File: src/rtl/vblank_update_sequencer.sv
// Frame-divided update scheduler: on every FRAME_DIV-th VBlank rising edge it walks the
// widgets in order, issuing a one-cycle request to each and waiting (bounded) for its ack.
module vblank_update_sequencer #(
  parameter int N_WIDGETS = 4,
  parameter int IDX_W     = 2,
  parameter int FRAME_DIV = 6,
  parameter int TIMEOUT   = 16
) (
  input  logic                 clk,
  input  logic                 reset,
  input  logic                 VBlank,
  input  logic                 enable,
  input  logic [N_WIDGETS-1:0] upd_done,
  input  logic                 clear_err,
  output logic [N_WIDGETS-1:0] upd_req,
  output logic [IDX_W-1:0]     cur_idx,
  output logic                 busy,
  output logic                 frame_tick,
  output logic                 overrun,
  output logic                 timeout_err
);

  localparam int FC_W = (FRAME_DIV > 1) ? $clog2(FRAME_DIV) : 1;
  localparam int TM_W = (TIMEOUT > 1) ? $clog2(TIMEOUT) : 1;

  localparam logic [FC_W-1:0]  FC_LAST  = FC_W'(FRAME_DIV - 1);
  localparam logic [TM_W-1:0]  TM_LAST  = TM_W'(TIMEOUT - 1);
  localparam logic [IDX_W-1:0] IDX_LAST = IDX_W'(N_WIDGETS - 1);

  typedef enum logic [1:0] {
    S_IDLE = 2'd0,
    S_REQ  = 2'd1,
    S_WAIT = 2'd2
  } state_e;

  state_e               state_q, state_d;
  logic [FC_W-1:0]      frame_cnt_q, frame_cnt_d;
  logic [TM_W-1:0]      timer_q, timer_d;
  logic [IDX_W-1:0]     cur_idx_q, cur_idx_d;
  logic [N_WIDGETS-1:0] upd_req_q, upd_req_d;
  logic                 busy_q, busy_d;
  logic                 frame_tick_q, frame_tick_d;
  logic                 overrun_q, overrun_d;
  logic                 timeout_err_q, timeout_err_d;
  logic                 vblank_q;

  logic rise;
  logic seq_start;
  logic advance;
  logic set_timeout;
  logic set_overrun;

  assign rise = VBlank & ~vblank_q;

  // NOTE: every signal written here gets a default first, so no path can infer a latch.
  always_comb begin
    frame_cnt_d   = frame_cnt_q;
    seq_start     = 1'b0;
    state_d       = state_q;
    cur_idx_d     = cur_idx_q;
    timer_d       = timer_q;
    advance       = 1'b0;
    set_timeout   = 1'b0;
    set_overrun   = 1'b0;
    upd_req_d     = '0;

    if (rise && enable) begin
      if (frame_cnt_q == FC_LAST) begin
        frame_cnt_d = '0;
        seq_start   = (state_q == S_IDLE);
      end else begin
        frame_cnt_d = frame_cnt_q + 1'b1;
      end
    end

    case (state_q)
      S_IDLE: begin
        if (seq_start) begin
          state_d   = S_REQ;
          cur_idx_d = '0;
        end
      end
      S_REQ: begin
        timer_d = '0;
        state_d = S_WAIT;
      end
      S_WAIT: begin
        if (upd_done[cur_idx_q]) begin
          advance = 1'b1;
        end else if (timer_q == TM_LAST) begin
          set_timeout = 1'b1;
          advance     = 1'b1;
        end else begin
          timer_d = timer_q + 1'b1;
        end
      end
      default: state_d = S_IDLE;
    endcase

    if (advance) begin
      if (cur_idx_q == IDX_LAST) begin
        state_d   = S_IDLE;
        cur_idx_d = '0;
      end else begin
        state_d   = S_REQ;
        cur_idx_d = cur_idx_q + 1'b1;
      end
    end

    // Blanking ended mid-sequence: drop everything, the skipped widgets wait for the next frame.
    if (state_q != S_IDLE && !VBlank) begin
      state_d     = S_IDLE;
      cur_idx_d   = '0;
      set_timeout = 1'b0;
      set_overrun = 1'b1;
    end

    if (state_d == S_REQ) begin
      upd_req_d[cur_idx_d] = 1'b1;
    end

    busy_d        = (state_d != S_IDLE);
    frame_tick_d  = seq_start;
    overrun_d     = set_overrun | (overrun_q & ~clear_err);
    timeout_err_d = set_timeout | (timeout_err_q & ~clear_err);
  end

  // NOTE: state registers use non-blocking assignments so all of them update from the same
  // pre-edge values, independent of statement order.
  always_ff @(posedge clk) begin
    if (!reset) begin
      state_q       <= S_IDLE;
      frame_cnt_q   <= '0;
      timer_q       <= '0;
      cur_idx_q     <= '0;
      upd_req_q     <= '0;
      busy_q        <= 1'b0;
      frame_tick_q  <= 1'b0;
      overrun_q     <= 1'b0;
      timeout_err_q <= 1'b0;
      vblank_q      <= 1'b1;
    end else begin
      state_q       <= state_d;
      frame_cnt_q   <= frame_cnt_d;
      timer_q       <= timer_d;
      cur_idx_q     <= cur_idx_d;
      upd_req_q     <= upd_req_d;
      busy_q        <= busy_d;
      frame_tick_q  <= frame_tick_d;
      overrun_q     <= overrun_d;
      timeout_err_q <= timeout_err_d;
      vblank_q      <= VBlank;
    end
  end

  assign upd_req     = upd_req_q;
  assign cur_idx     = cur_idx_q;
  assign busy        = busy_q;
  assign frame_tick  = frame_tick_q;
  assign overrun     = overrun_q;
  assign timeout_err = timeout_err_q;

endmodule
File: config.mk
export PLATFORM = sky130hd
export DESIGN_NAME = vblank_update_sequencer
export DESIGN_NICKNAME = d
export VERILOG_FILES = /design/src/rtl/vblank_update_sequencer.sv
export SDC_FILE = /design/constraint.sdc
export NUM_CORES = 1
export LEC_CHECK = 0
export ABC_AREA = 0
export ABC_CLOCK_PERIOD_IN_PS = 2580
export CORE_UTILIZATION = 50
export DETAILED_ROUTE_END_ITERATION = 8
export HOLD_SLACK_MARGIN = 0.12
export PLACE_DENSITY = 0.77
export SLEW_MARGIN = 20
export SYNTH_ARGS = -nofsm -noshare
export SYNTH_HDL_FRONTEND = slang
export SYNTH_SLANG_ARGS = --single-unit
File: constraint.sdc
create_clock -name clk -period 2.58 [get_ports clk]
set_clock_uncertainty 0.2 [all_clocks]
set_input_delay 0.516 -clock clk [delete_from_list [all_inputs] [get_ports clk]]
set_output_delay 0.516 -clock clk [all_outputs]
set_load 0.01 [all_outputs]
# After elaboration in Yosys (flattened, before gate mapping)
# Index checks and enable logic that the tools add are counted.
[word_totals] register_bits=20 inputBits=9 out_inout_bits=10
[classes] add_sub_neg=3 order_cmp=3 eq_ne=8 n_mux=27 bitwise=7 n_reduce_logical=10
[ops] op="$mux W2" count=8
[ops] op="$mux W1" count=12
[ops] op="$mux W4" count=2
[ops] op="$pmux W4 S2" count=1
[ops] op="$lt A2 B3 Y1 const B" count=2
[ops] op="$pmux W2 S3" count=1
[ops] op="$reduce_bool A2 Y1" count=3
[ops] op="$add A4 B1 Y4 const B" count=1
[ops] op="$eq A2 B1 Y1 const B" count=2
[ops] op="$eq A2 B2 Y1 const B" count=2
[ops] op="$eq A4 B4 Y1 const B" count=1
[ops] op="$ne A2 B2 Y1 const B" count=2
[ops] op="$add A3 B1 Y3 const B" count=1
[ops] op="$and A1 B1 Y1" count=3
[ops] op="$eq A3 B3 Y1 const B" count=1
[ops] op="$logic_and A1 B1 Y1" count=3
[ops] op="$mux W3" count=1
[ops] op="$reduce_and A3 Y1" count=1
[ops] op="$add A2 B1 Y2 const B" count=1
[ops] op="$bmux W1 S2" count=1
[ops] op="$demux W1 S2" count=1
[ops] op="$ge A2 B1 Y1 const B" count=1
[ops] op="$logic_not A2 Y1" count=1
[ops] op="$not A1 Y1" count=2
[ops] op="3 further kinds" count=4

# Depth between registers and ports, before layout
# Gate-level depths: netlist of the first run.
[depth] depth_word=12 mapped_depth=7 mapped_depth_nobuf=6

# Least setup slack after synthesis of the first run
# OpenSTA, ideal clock, no wires.
[synth_path] kind="input port to flip-flop" start="input port upd_done[3]" end="register upd_req_q[2] (netlist: upd_req[2])" setup_time_ns=0.086 arrival_ns=2.095 t_required_ns=2.294 path_slack_ns=0.199 path_stages=5 path_buffers=1 path_cell_list="mux4_2 > o21a_1 > buf_6 > or4_4 > a211oi_1"
[synth_between] elab_chain_cells=10
[synth_lines] element="from (decl)" line="13" text="input logic [N_WIDGETS-1:0] upd_done,"
[synth_lines] element="$bmux W1 S2 (*)" line="88" text="if (upd_done[cur_idx_q]) begin"
[synth_lines] element="$mux W1 (not written as such) (*)" line="88"
[synth_lines] element="$mux W1 (*)" line="88"
[synth_lines] element="$mux W1 (*)" line="76" text="case (state_q)"
[synth_lines] element="$mux W2" line="100" text="if (advance) begin"
[synth_lines] element="$mux W2" line="111" text="if (state_q != S_IDLE && !VBlank) begin"
[synth_lines] element="$lt A2 B3 Y1 (not written as such) or $ge A2 B1 Y1 (tied branches)" line="119" text="upd_req_d[cur_idx_d] = 1'b1;"
[synth_lines] element="$logic_and A1 B1 Y1 (not written as such)" line="119"
[synth_lines] element="$mux W1 (not written as such)" line="119"
[synth_lines] element="$demux W1 S2" line="119"
[synth_lines] element="to (signal assigned)" line="147" text="upd_req_q <= upd_req_d;"
[synth_lines] element="to (decl)" line="40" text="logic [N_WIDGETS-1:0] upd_req_q, upd_req_d;"
# Mark *: on every way between the ends. The rest lies on a longest branch, timed or not. The select of a mux whose other input is x is not followed.
# A chain may end at the register's enable or synchronous reset.

# Worst setup path in the final report of the first run
[layout_path] start="input port upd_done[0]" end="register upd_req_q[3] (netlist: upd_req[3])"
# The elaborated chain is that of the path after synthesis.

==> impl_metrics.tcl, run 1 <==
set metrics [dict create \
    hold_slack_ps 305 \
    outcome "finished clean" \
    maxCapViolations 0 \
    design_area_um2 1280 \
    syn_to_final_growth_pct 30.2 \
    slew_viol_final 0 \
    ctsResizeCount 0 \
    setup_violations 0 \
    yosys_warnings 0 \
    drive_above_1_share_pct 12.6 \
    cts_buffers 3 \
    synth_nets 124 \
    cts_root_buf "clkbuf_4" \
    power_density_nw_per_um2 470 \
    start_util_pct 55.4 \
    routed_via_density 5.64 \
    die_h_um 46.4 \
    fin_crit_sh_pct 92.9 \
    hold_path_depth 2 \
    clk_latency_ps 320 \
    synthCells 109 \
    port_buffers 18 \
    place_hpwl_um 1650 \
    wl_per_cell_um 13.6 \
    timing.slew.headroom_pct 79.8 \
    hold_path_class "register to register" \
    syn_area_um2 987 \
    ff_latch_area_um2 400 \
    timing.critical_path.fanout_max 2 \
    dp_cells 156 \
    rrSetupSlack_ps 270 \
    fillerInstances 136 \
    worstMarginPinSlew_ps 295 \
    drt-total-wl_um 2170 \
    nets 151 \
    avgSynthCellArea_um2 9.06 \
    drtIter0Drc 31 \
    post-route-drc-count 0 \
    setup-tns-final_ps 0 \
    yosys.area.top_type "dfxtp_1" \
    grt_max_degree 13 \
    multiInputGateArea_um2 546 \
    clk_pin_slew_ps 120 \
    grt_overflow_total 0 \
    num_io_pins 19 \
    utilization_pct 72.1 \
    drtAntennaViolNets 0 \
    period_minus_slack_ps 2400 \
    ctsHoldBuffers 0 \
    h-tree-depth 1 \
    grt_pass1_vias 854 \
    firstDrtPassIters 4 \
    start_kind "primary input" \
    postCtsSetupRepairBufs 0 \
    tritoncts "yes" \
    via_count 903 \
    synth_top_area_share_pct 40.6 \
    track_usage_pct 24.6 \
    grt_pass1_wl_um 3680 \
    yosys-top-cells-area "dfxtp_1 41%, ha_1 7.6%, nor2_1 4.6%" \
    r2r_cells 4 \
    arrival_ps 2430 \
    irDropWorstVdd_mv 0.379 \
    worstPathRequired_ps 2620 \
    synth_seq_cells 20 \
    endpoint_kind "register" \
    finalNonFillerCells 160 \
    num_rows 15 \
    hold_viol 0 \
    rsz0062_at_grt "no" \
    leakagePower_nw 0.471 \
    antennaDiodeCount 0 \
    cts.path.max_buffers 2 \
    fp.coreArea_um2 1780 \
    crit_type "primary input to register" \
    fmax_ghz 0.417 \
    place_area_um2 1230 \
    seq_area_frac_synth_pct 40.6 \
    power_mw 0.604 \
    worst_slack_ps 183 \
    place_congestion 0.844 \
    clock_sink_count 20 \
    die_w_um 46.4 \
    place_ws_ps -173 \
    antenna_found_initial 0 \
    synth_cell_types 36 \
    dieArea_um2 2160 \
]
[layer usage]
layer,routed length (um),global-route usage (%)
met5,0,0
met4,42,12.9
met3,109,6.67
met2,1030,39.2
met1,992,29.8
[where the power goes]
group | switching (mW) | total, mW | internal, mW | leakage (nW)
Combinational | 0.0130 | 0.0324 | 0.0194 | 0.282
Clock | 0.103 | 0.260 | 0.157 | 0.0279
Sequential | 0.000775 | 0.311 | 0.310 | 0.161
Total | 0.117 | 0.604 | 0.487 | 0.471
[worst max-delay path: stages]
cell             delay, ps
clkdlybuf4s50_1        430
mux4_2                 480
o21a_1                 220
or4_4                  530
a211oi_1               250
[area by class of cell]
cell class | instances | area share, %
flip-flops and latches | 20 | 31.2
clock buffers | 3 | 1.75
clock inverters | 1 | 2.34
inverters | 6 | 1.75
repair buffers | 25 | 18.1
multi-input cells | 80 | 42.5
well taps | 25 | 2.43
[worst paths after layout]
| kind | start | end |
|---|---|---|
| setup / recovery | upd_done[0] | upd_req[3] |
| setup reg to reg | cur_idx[0] | upd_req[3] |
| hold reg to reg | frame_cnt_q[1] | frame_cnt_q[2] |
| hold / removal | frame_cnt_q[1] | frame_cnt_q[2] |
[cell usage after synthesis (all sizes together)]
library cell	instances
o31a	1
a211oi	4
nand2	3
nor3	4
nand3	3
clkbuf	2
a211o	1
or4	2
ha	6
o21a	1
buf	1
mux4	1
nor2	12
and4bb	1
nand4b	1
inv	5
nand2b	3
dfxtp	20
mux2	1
or2	1
a221oi	1
o21ai	8
a2bb2oi	1
a21oi	8
nand3b	5
or4b	1
a2111oi	1
o211ai	2
clkinv	1
xor2	1
or3	2
o211a	1
and3	2
nor2b	2
[logic make-up (layout without fill, tap and decap cells)]
family	count (synthesis)	count (layout)	synth area share, %
adder cells (fa/ha/maj)	6	6	7.60
AND/OR/NAND/NOR	42	42	24.5
buffers and inverters	9	35	4.18
flip-flops	20	20	40.6
AO/OA/AOI/OAI	29	29	18.9
XOR/XNOR	1	1	0.887
multiplexers	2	2	3.42
[cell usage in the layout, fill, tap and decap left out, types with 2 or more instances in the layout]
cell,netlist,final
nand2_1,3,3
nor3_1,4,4
nor2b_1,2,2
nor2_1,12,12
o211ai_1,2,2
nand2b_1,3,3
a211oi_1,4,4
nand3b_1,5,5
clkdlybuf4s50_1,0,18
o21ai_0,7,7
and3_1,2,2
buf_4,0,7
dfxtp_1,20,20
nand3_1,3,3
inv_1,5,5
or3_1,2,2
clkbuf_4,0,3
a21oi_1,8,8
ha_1,6,6
[sequential cells by signal (all words and copies together) (netlist names)]
register,count
timer_q,4
upd_req,4
frame_cnt_q,3
cur_idx,2
state_q,2
busy,1
frame_tick,1
overrun,1
timeout_err,1
vblank_q,1
Note: power is estimated with default switching activity, not from simulation.
==> run 2, diff against run 1 <==
--- a/config.mk
+++ b/config.mk
@@ -10,7 +10,7 @@
 export CORE_UTILIZATION = 50
 export DETAILED_ROUTE_END_ITERATION = 8
 export HOLD_SLACK_MARGIN = 0.12
-export PLACE_DENSITY = 0.77
+export PLACE_DENSITY = 0.83
 export SLEW_MARGIN = 20
 export SYNTH_ARGS = -nofsm -noshare
 export SYNTH_HDL_FRONTEND = slang
==> run 2 against run 1 <==
Against the previous run: largest power group unchanged; total power down 19%; count of clock-buffer cells in the layout unchanged; first-iteration DRC count fell by 19%; die area unchanged; critical endpoint is now upd_req[2]; routed wire length decreased by 1.8%; combinational power hardly changed; sequential share of layout area grew 0.56 points; worst setup slack got worse by 2.6 ps.
==> impl_metrics.tcl, run 2 (synthesis gave the netlist of run 1 again) <==
set metrics [dict create \
    slew_viol_final 0 \
    wl_per_cell_um 13.3 \
    num_io_pins 19 \
    crit_type "primary input to register" \
    drt-total-wl_um 2130 \
    ctsHoldBuffers 0 \
    leakagePower_nw 0.462 \
    antenna_found_initial 0 \
    hold_viol 0 \
    h-tree-depth 1 \
    fin_crit_sh_pct 93.0 \
    fp.coreArea_um2 1780 \
    p_seq_share_pct 63.8 \
    drtIter0Drc 25 \
    clk_pin_slew_ps 100 \
    antennaDiodeCount 0 \
    cpPeakStageDelay_ps 540 \
    mostFrequentLayoutCells "20 x dfxtp_1, 18 x clkdlybuf4s50_1, 12 x nor2_1" \
    fmax_ghz 0.417 \
    start_util_pct 55.4 \
    endpoint_kind "register" \
    fillerInstances 144 \
    syn_to_final_growth_pct 27.9 \
    die_h_um 46.4 \
    clkPwrFrac_pct 29.5 \
    place_congestion 0.839 \
    switching_share_pct 21.3 \
    grt_overflow_total 0 \
    irDropWorstVdd_mv 0.353 \
    drive_above_1_share_pct 12.6 \
    ctsResizeCount 0 \
    period_minus_slack_ps 2400 \
    clk_latency_ps 300 \
    place_hpwl_um 1670 \
    setup-tns-final_ps 0 \
    outcome "finished clean" \
    firstDrtPassIters 4 \
    utilization_pct 70.8 \
    timing.critical_path.fanout_max 2 \
    grt_max_degree 13 \
    grt_pass1_wl_um 3460 \
    dieArea_um2 2160 \
    track_usage_pct 22.7 \
    hold_slack_ps 301 \
    worstPathRequired_ps 2600 \
    dp_cells 157 \
    hold_path_class "register to register" \
    routed_via_density 5.74 \
    path_buf_inv 1 \
    worstPathCellList "clkdlybuf4s50_1 -> mux4_2 -> o21a_1 -> or4_4 -> a211oi_1" \
    via_count 919 \
    timing.slew.headroom_pct 79.8 \
    clock_sink_count 20 \
    cts_root_buf "clkbuf_4" \
    arrival_ps 2420 \
    slowest_stage "or4_4" \
    cts_buffers 3 \
    nets 152 \
    rsz0062_at_grt "no" \
    power_density_nw_per_um2 386 \
    cp_top_family "simple AND/OR/NAND/NOR gates" \
    worstMarginPinSlew_ps 295 \
    finalNonFillerCells 160 \
    p_int_mw 0.384 \
    design_area_um2 1260 \
    die_w_um 46.4 \
    port_buffers 18 \
    maxCapViolations 0 \
    tritoncts "yes" \
    switchingPower_mw 0.104 \
    grt_pass1_vias 864 \
    start_kind "primary input" \
    num_rows 15 \
    setup_violations 0 \
    post-route-drc-count 0 \
    postCtsSetupRepairBufs 0 \
    multiInputGateArea_um2 546 \
    ff_latch_area_um2 400 \
    place_area_um2 1240 \
    drtAntennaViolNets 0 \
    mostFrequentLayoutCell "dfxtp_1" \
    pwr-share-comb_pct 6.7 \
    cts.path.max_buffers 2 \
]
run 2: cell types whose count changed in the layout (fill, tap and decap cells not counted), sizes merged:
cell,before,now
bufinv,1,0
buf,7,8
run 2: tightest hold or removal path, delay by kind of cell (launching register included):
family	cells	cell delay, ps
flip-flops	1	340
AND/OR/NAND/NOR	1	70
AO/OA/AOI/OAI	1	60
run 2: stage by stage:
stage | setup WS (ps) | total power [mW]
after CTS | 189 | 0.489
after global placement | -69.2 | 0.349
after global routing | 131 | 0.505
after floorplan | 199 | 0.330
after detailed placement | -117 | 0.350
final | 180 | 0.488
run 2: path summary, 6_finish.rpt:
check	startpoint	end	slack, ps	cells after the start
hold / removal	overrun	overrun	300	2
setup reg to reg	cur_idx[0]	upd_req[2]	430	4
setup / recovery	upd_done[2]	upd_req[2]	180	5
hold reg to reg	overrun	overrun	300	2
run 2: routing by layer:
layer | vias to the layer above | wire length (um) | track usage [%] | share of wire, %
met5 | - | 0 | 0 | 0
met4 | 0 | 38 | 13.5 | 1.8
met3 | 5 | 118 | 4.31 | 5.5
met2 | 37 | 1050 | 39.2 | 49
met1 | 424 | 926 | 25.5 | 43
li1 | 453 | - | - | -
run 2: power groups by stage:
stage                     Combinational (mW)  Sequential [mW]  Clock [mW]
after global routing                  0.0352            0.311       0.158
after global placement                0.0312            0.318           0
after CTS                             0.0326            0.311       0.146
after detailed placement              0.0323            0.318           0
after floorplan                       0.0118            0.318           0
final                                 0.0327            0.311       0.144
run 2: area by class of cell:
| cell class | instances | area share [%] |
|---|---|---|
| multi-input cells | 80 | 43.2 |
| flip-flops and latches | 20 | 31.7 |
| repair buffers | 26 | 19.0 |
| well taps | 25 | 2.48 |
| clock buffers | 3 | 1.78 |
| inverters | 6 | 1.78 |
